## src/rtl/alu_issue_stage.sv

```systemverilog
// Issue/writeback sequencer for the base integer ALU: decodes OP / OP-IMM, reads the
// register file, drives the ALU for one cycle and writes its registered result back to rd.
module alu_issue_stage #(
  parameter logic [31:0] RESET_PC_TAG = 32'h0,
  parameter int unsigned NUM_REGS     = 32
) (
  input  logic        clock,
  input  logic        reset_n,
  input  logic        instr_valid,
  output logic        instr_ready,
  input  logic [31:0] instruction,
  output logic        alu_enable,
  output logic [2:0]  alu_funct3,
  output logic [31:0] alu_operand_1,
  output logic [31:0] alu_operand_2,
  input  logic [31:0] alu_result,
  output logic        done,
  output logic        illegal,
  input  logic [4:0]  dbg_addr,
  output logic [31:0] dbg_data
);

  typedef enum logic [1:0] {StIdle, StIssue, StWait, StWb} state_e;

  state_e      state_q, state_d;
  logic [31:0] instr_q, instr_d;
  logic [2:0]  funct3_q, funct3_d;
  logic [31:0] op1_q, op1_d;
  logic [31:0] op2_q, op2_d;
  logic        illegal_q, illegal_d;
  logic [31:0] regs_q [NUM_REGS];
  logic [31:0] regs_d [NUM_REGS];

  logic [6:0]  opcode;
  logic [2:0]  funct3;
  logic [6:0]  funct7;
  logic [4:0]  rs1, rs2, rd_q;
  logic [31:0] rs1_val, rs2_val, op2_dec;
  logic        is_op, is_opimm, is_shift, legal;

  // Decode straight off the offered word; only used on the accept edge.
  always_comb begin
    opcode   = instruction[6:0];
    funct3   = instruction[14:12];
    funct7   = instruction[31:25];
    rs1      = instruction[19:15];
    rs2      = instruction[24:20];
    rs1_val  = (rs1 == 5'd0) ? 32'd0 : regs_q[rs1];
    rs2_val  = (rs2 == 5'd0) ? 32'd0 : regs_q[rs2];
    is_op    = (opcode == 7'b0110011);
    is_opimm = (opcode == 7'b0010011);
    is_shift = (funct3 == 3'b001) || (funct3 == 3'b101);
    legal    = (is_op && (funct7 == 7'd0)) || (is_opimm && (!is_shift || (funct7 == 7'd0)));
    if (is_op) begin
      op2_dec = is_shift ? {27'd0, rs2_val[4:0]} : rs2_val;
    end else begin
      op2_dec = is_shift ? {27'd0, instruction[24:20]}
                         : {{20{instruction[31]}}, instruction[31:20]};
    end
  end

  assign rd_q = instr_q[11:7];

  always_comb begin
    state_d   = state_q;
    instr_d   = instr_q;
    funct3_d  = funct3_q;
    op1_d     = op1_q;
    op2_d     = op2_q;
    illegal_d = 1'b0;
    regs_d    = regs_q;
    unique case (state_q)
      StIdle: begin
        if (instr_valid) begin
          instr_d = instruction;
          if (legal) begin
            funct3_d = funct3;
            op1_d    = rs1_val;
            op2_d    = op2_dec;
            state_d  = StIssue;
          end else begin
            illegal_d = 1'b1;
          end
        end
      end
      StIssue: state_d = StWait;
      StWait:  state_d = StWb;
      StWb: begin
        // alu_result is only driven meaningfully here, so it is sampled nowhere else.
        if (rd_q != 5'd0) regs_d[rd_q] = alu_result;
        state_d = StIdle;
      end
      default: state_d = StIdle;
    endcase
  end

  always_ff @(posedge clock or negedge reset_n) begin
    if (!reset_n) begin
      state_q   <= StIdle;
      instr_q   <= RESET_PC_TAG;
      funct3_q  <= 3'd0;
      op1_q     <= 32'd0;
      op2_q     <= 32'd0;
      illegal_q <= 1'b0;
      for (int i = 0; i < NUM_REGS; i++) regs_q[i] <= 32'd0;
    end else begin
      state_q   <= state_d;
      instr_q   <= instr_d;
      funct3_q  <= funct3_d;
      op1_q     <= op1_d;
      op2_q     <= op2_d;
      illegal_q <= illegal_d;
      for (int i = 0; i < NUM_REGS; i++) regs_q[i] <= regs_d[i];
    end
  end

  assign instr_ready   = (state_q == StIdle);
  assign alu_enable    = (state_q == StIssue);
  assign done          = (state_q == StWb);
  assign illegal       = illegal_q;
  assign alu_funct3    = funct3_q;
  assign alu_operand_1 = op1_q;
  assign alu_operand_2 = op2_q;
  assign dbg_data      = (dbg_addr == 5'd0) ? 32'd0 : regs_q[dbg_addr];

  // instr_q doubles as the last-instruction debug register; only rd is consumed here.
  logic unused_instr;
  assign unused_instr = ^{instr_q[31:12], instr_q[6:0]};

endmodule
```

## config.mk

```make
export PLATFORM = sky130hd
export DESIGN_NAME = alu_issue_stage
export DESIGN_NICKNAME = d
export VERILOG_FILES = /design/src/rtl/alu_issue_stage.sv
export SDC_FILE = /design/constraint.sdc
export NUM_CORES = 2
export LEC_CHECK = 0
export CORE_AREA = 2 2 321 323
export CTS_CLUSTER_SIZE = 25
export DETAILED_ROUTE_END_ITERATION = 7
export DIE_AREA = 0 0 323 325
export DONT_BUFFER_PORTS = 1
export PLACE_DENSITY = 0.92
export SLEW_MARGIN = 0
export SYNTH_ARGS = -nofsm -noshare
export SYNTH_HDL_FRONTEND = slang
export SYNTH_SLANG_ARGS = --single-unit
export TNS_END_PERCENT = 30
```

## constraint.sdc

```tcl
create_clock -name clock -period 3.4 [get_ports clock]
set_input_delay 0.51 -clock clock [delete_from_list [all_inputs] [get_ports clock]]
set_output_delay 0.51 -clock clock [all_outputs]
set_load 0.005 [all_outputs]
```

==> Word-level counts from Yosys, hierarchy flattened <==
Cells that the tools add are included.
{ "totals": {"output_inout_bits": 103, "input_bits": 72, "regBits": 1106} }
{ "op_classes": {"muxes": 24, "eq_ne": 9, "magnitude_cmp": 5, "n_reduce_logical": 17, "n_bitwise": 4} }
{ "ops": {"columns": ["cell", "count"], "rows": [
  ["$bwmux W1024", 1],
  ["$bmux W32 S5", 3],
  ["$mux W32", 13],
  ["$demux W32 S5", 1],
  ["$ge A6 B6 Y1 const B", 4],
  ["$not A5 Y6", 4],
  ["$logic_not A5 Y1", 3],
  ["$pmux W2 S4", 1],
  ["$eq A7 B5 Y1 const B", 1],
  ["$eq A7 B6 Y1 const B", 1],
  ["$logic_not A7 Y1", 1],
  ["$lt A6 B1 Y1 const B", 1],
  ["$reduce_and A2 Y1", 3],
  ["$reduce_bool A5 Y1", 1],
  ["$eq A2 B2 Y1 const B", 2],
  ["$mux W2", 2],
  ["$eq A3 B1 Y1 const B", 1],
  ["$eq A3 B3 Y1 const B", 1],
  ["$logic_and A1 B1 Y1", 3],
  ["$logic_or A1 B1 Y1", 3],
  ["$mux W1", 3],
  ["$reduce_and A3 Y1", 1],
  ["$eq A2 B1 Y1 const B", 1],
  ["$logic_not A2 Y1", 1],
  ["other kinds (3)", 3]
]} }

==> Depth between registers and ports, before layout <==
{ "logic_depth": {"word_depth": 9, "ltp_mapped": 10} }

==> Worst setup path before layout <==
OpenSTA, ideal clock, no wires.
{ "synth_path": {"kind": "input -> output", "start": "input port dbg_addr[1]", "end": "output port dbg_data[16]", "n_path_buf": 3, "path_stages": 7, "slack_ns": 0.695, "t_arrival_ns": 2.195, "path_cell_list": "clkbuf_1 -> clkbuf_1 -> buf_1 -> mux4_2 -> mux4_2 -> nand2_1 -> o21ai_1"} }
{ "synth_between": {"elab_chain_cells": 5} }
{ "synth_rtl": {"columns": ["element", "line", "source"], "rows": [
  ["start: declaration", "19", "input logic [4:0] dbg_addr,"],
  ["$not A5 Y6 (not written as such)", "124", "assign dbg_data = (dbg_addr == 5'd0) ? 32'd0 : regs_q[dbg_addr];"],
  ["$bmux W32 S5", "124", null],
  ["$mux W32 (not written as such) (2 in a row)", "124", null],
  ["$mux W32 (*)", "124", null],
  ["end: declaration", "20", "output logic [31:0] dbg_data"]
]} }
Mark *: on every way between the ends. The rest lies on a longest branch, timed or not. The select of a mux whose other input is x is not followed.

==> Final worst setup path <==
{ "layout_path": {"start": "input port dbg_addr[0]", "end": "output port dbg_data[2]"} }
The elaborated chain is that of the path after synthesis.

==> results.md <==
* Depth of the worst register-to-register path at 4
* Achievable Freq at 0.288 GHz
* Async SR Flop Fraction at 100%
* DIE AREA at 0.105 sq mm
* Period utilisation layout at 102%
* PostCTS Resize Cnt at 0
* Top FF cell, synth: dfrtp_1
* Worst Setup Slack, final at -0.0744 ns
* Maxcap violations at 0
* Final Skew at 0.0292 ns
* Skew-Pair Late Insertion Delay at 0.71 ns
* Hold Crit Class: in2async
* Cell internal pwr at 38300 uW
* Sw Ratio at 32.6%
* Largest net degree at the start of global routing at 1100
* Vias in the first global route at 48100
* Met1 Resource Use GR at 50.5%
* Largest area contributor in the netlist: dfrtp_1
* Post-DP HPWL at 112 mm
* GR peak layer: met2
* Count leader, synth: dfrtp_1
* Core area at 0.101 sq mm
* Post-CTS Setup Inserts at 0
* Layout Nets at 4148
* Fillers at 5719
* RSZ-0062 raised after global routing: no
* Tot GR Track Use at 42.2%
* Post-Synthesis Cells at 4331
* Post-synth EDFFs at 0
* Post-Syn Area per Cell at 15.1 sq um
* LEAKAGE at 0.0290 uW
* Row cnt at 117
* Comb power frac at 32.6%
* Worst setup SP type: primary input
* Wire per inst at 40.6 microns
* Minimum clock period at 3.47 ns
* Critical Path AT at 2.96 ns
* Initial antenna violation count at 19
* Ys Warns at 0
* GP Congestion at 0.898
* Outcome: complete, but fails checks
* Clock share of power at 23.5%
* Top Family by Delay on Critical Path: multiplexers
* Clock Pin Slew Worst Setup and Hold Paths at 0.06 ns
* Crit. End Element: output pin
* Seq/Total Area, Yosys at 42.1%
* Seq pwr share at 43.8%
* GRT met2 Usage at 58.0%
* Post-synth top area share at 42.1%
* Fin. Hold Viols at 96
* Critical path class: in2out
* Max-slew headroom at -30.0%
* Worst Tran Pin Value at 1.95 ns
* Detail Route Antenna Nets at 0
* Final setup fails at 1
* Max Slew Vio Count at 142
* IO Count at 175
* FF-to-FF End: regs_q[838]
* Crit path from: dbg_addr[0]
* DRC at 20
* First-pass GRT wire length at 323 mm
* Area Growth Syn to Fin at 7.61%
* Maximum clock path buffer count at 3
* Remaining Overflow, GRT at 0
* Critical Path Most Common Cell: mux4_2
* Worst r2r src: instr_q[9]
* Met3 Use GR at 21.9%
* Crit path largest cell delay at 0.91 ns
* Vias at 47600
* Final WL at 225 mm
* Reg2reg setup slack at 0.32 ns
* Max H-tree Level at 3
* Crit path cell chain: mux4_2 > mux4_2 > inv_1 > o21ai_1
* 1st-iter DRT viols at 9018
* Crit-path max FO at 257
* Pwr per Cell Area at 808 mW/mm^2
* Crit-path slowest cell: o21ai_1
* Die Height at 325 microns
* Max VDD drop at 479 uV
* Data required, critical path at 2.89 ns
* CTS tree: yes
* Fin Hold WS at -0.0793 ns
* I/O Buffers at 0
* Initial core utilization at 64.6%
* CTS root buf: clkbuf_16
* Die width at 323 microns
* NetSw at 18600 uW
* TritonRoute pass-1 iters at 8
* Buffers & Inverters on Critical Path at 1
* Layout cells sized above 1 at 51.6%
* Violated checks: design-rule violations, negative hold slack, max-slew violations, negative setup slack
* Crit path depth at 4
* Area contributors post-synth: dfrtp_1 (42%), mux4_2 (28%), mux2_2 (18%), mux2i_1 (2.5%), clkbuf_1 (1.3%)
* Pre-CTS setup slack at 0.546 ns
* Vias/cell at 8.60
* Clk sinks at 1099
* Cts bufs inserted at 110
* Register bit count reported by yosys at 1099
* Post-Syn Area at 0.0654 sq mm
* Mapped Nets at 4407
* Synth cell count leaders: dfrtp_1 (1099), mux2_2 (1024), mux4_2 (803)
* Crit path capture: dbg_data[2]
* Yosys cell types at 59
stage by stage:
step	cells	total power, uW	utilization [%]	cell area, sq um	setup TNS (ns)
3_5_place_dp	5273	41000	64.9	65800	0
2_1_floorplan	4331	36800	-	65400	0
4_1_cts	5516	55000	69.2	70100	0
5_1_grt	5530	58200	69.5	70400	0
3_3_place_gp	5273	39300	64.9	65800	0
6_report	5537	56900	69.5	70400	-0.0744
what timing repair did:
| item | 4_1_cts | 5_1_grt |
|---|---|---|
| hold buffers | 45 | 5 |
| endpoints found under the hold margin | 2092 | 174 |
| endpoints found under the setup margin | 0 | 0 |
layout by cell type (no fill, tap or decap), types with 30 or more instances in the layout:
master	synthesis	layout
o21ai_1	96	96
nand3_1	66	65
clkbuf_16	0	113
dlygate4sd3_1	0	47
a22oi_1	73	73
a21oi_1	41	41
mux2i_1	164	164
mux4_2	803	803
mux2_2	1024	1024
nand2_1	103	88
dfrtp_1	1099	1099
o22ai_1	40	40
buf_4	40	53
nor3_1	31	30
inv_1	47	47
a22o_1	46	46
cell type report:
cell class	count	area (sq um)	area share, %
Tap cell	1368	1710	2.43
Clock buffer	153	3190	4.53
Sequential cell	1099	27500	39.1
Timing Repair Buffer	134	1600	2.28
Inverter	68	255	0.363
Clock inverter	45	691	0.981
Multi-Input combinational cell	2659	35400	50.3
Antenna cell	11	27.5	0.0391
worst register-to-register path, delay by kind of cell (launching register included):
kind | cells | cell delay (ns)
mux | 1 | 0.33
simple gates | 2 | 1.58
flops | 1 | 0.53
buf+inv | 1 | 0.52
power by group through the flow:
stage          Combinational (uW)  Sequential [uW]  Clock, uW
4_1_cts                     17600            24100      13200
3_5_place_dp                16900            24100          0
5_1_grt                     19100            25200      13900
6_report                    18500            24900      13400
2_1_floorplan               14800            22000          0
3_3_place_gp                16100            23200          0
kinds of logic (layout without fill, tap and decap cells):
logic type,after synthesis,after routing,synth area share (%)
AO/OA/AOI/OAI,354,354,3.53
adder cells (fa/ha/maj),4,4,0.0765
buffers and inverters,573,400,4.17
flip-flops,1099,1099,42.1
multiplexers,1991,1991,47.8
other,0,11,0
AND/OR/NAND/NOR,310,310,2.38
sequential cells by signal (all words and copies together), names as in the netlist:
name / cells
alu_funct3: 3
alu_operand_2: 32
regs_q: 1024
state_q: 2
instr_q: 5
illegal: 1
alu_operand_1: 32
metal layers:
metal / up-vias / part of all wire [%]
met5: - / 0.18
met4: 36 / 9.7
met3: 1771 / 18
met2: 5482 / 42
met1: 23800 / 30
li1: 16600 / -
worst min-delay path by stage:
stage | start | end | slack [ns] | cells after the start
CTS | reset_n | regs_q[102] | -0.49 | 0
floorplan | reset_n | alu_funct3[0] | 0.21 | 0
finish | reset_n | regs_q[330] | -0.08 | 2
global placement | reset_n | regs_q[105] | 0.27 | 0
global route | reset_n | regs_q[330] | 0.008 | 2
detailed placement | reset_n | regs_q[105] | 0.24 | 0
(Power assumes the default switching activity.)
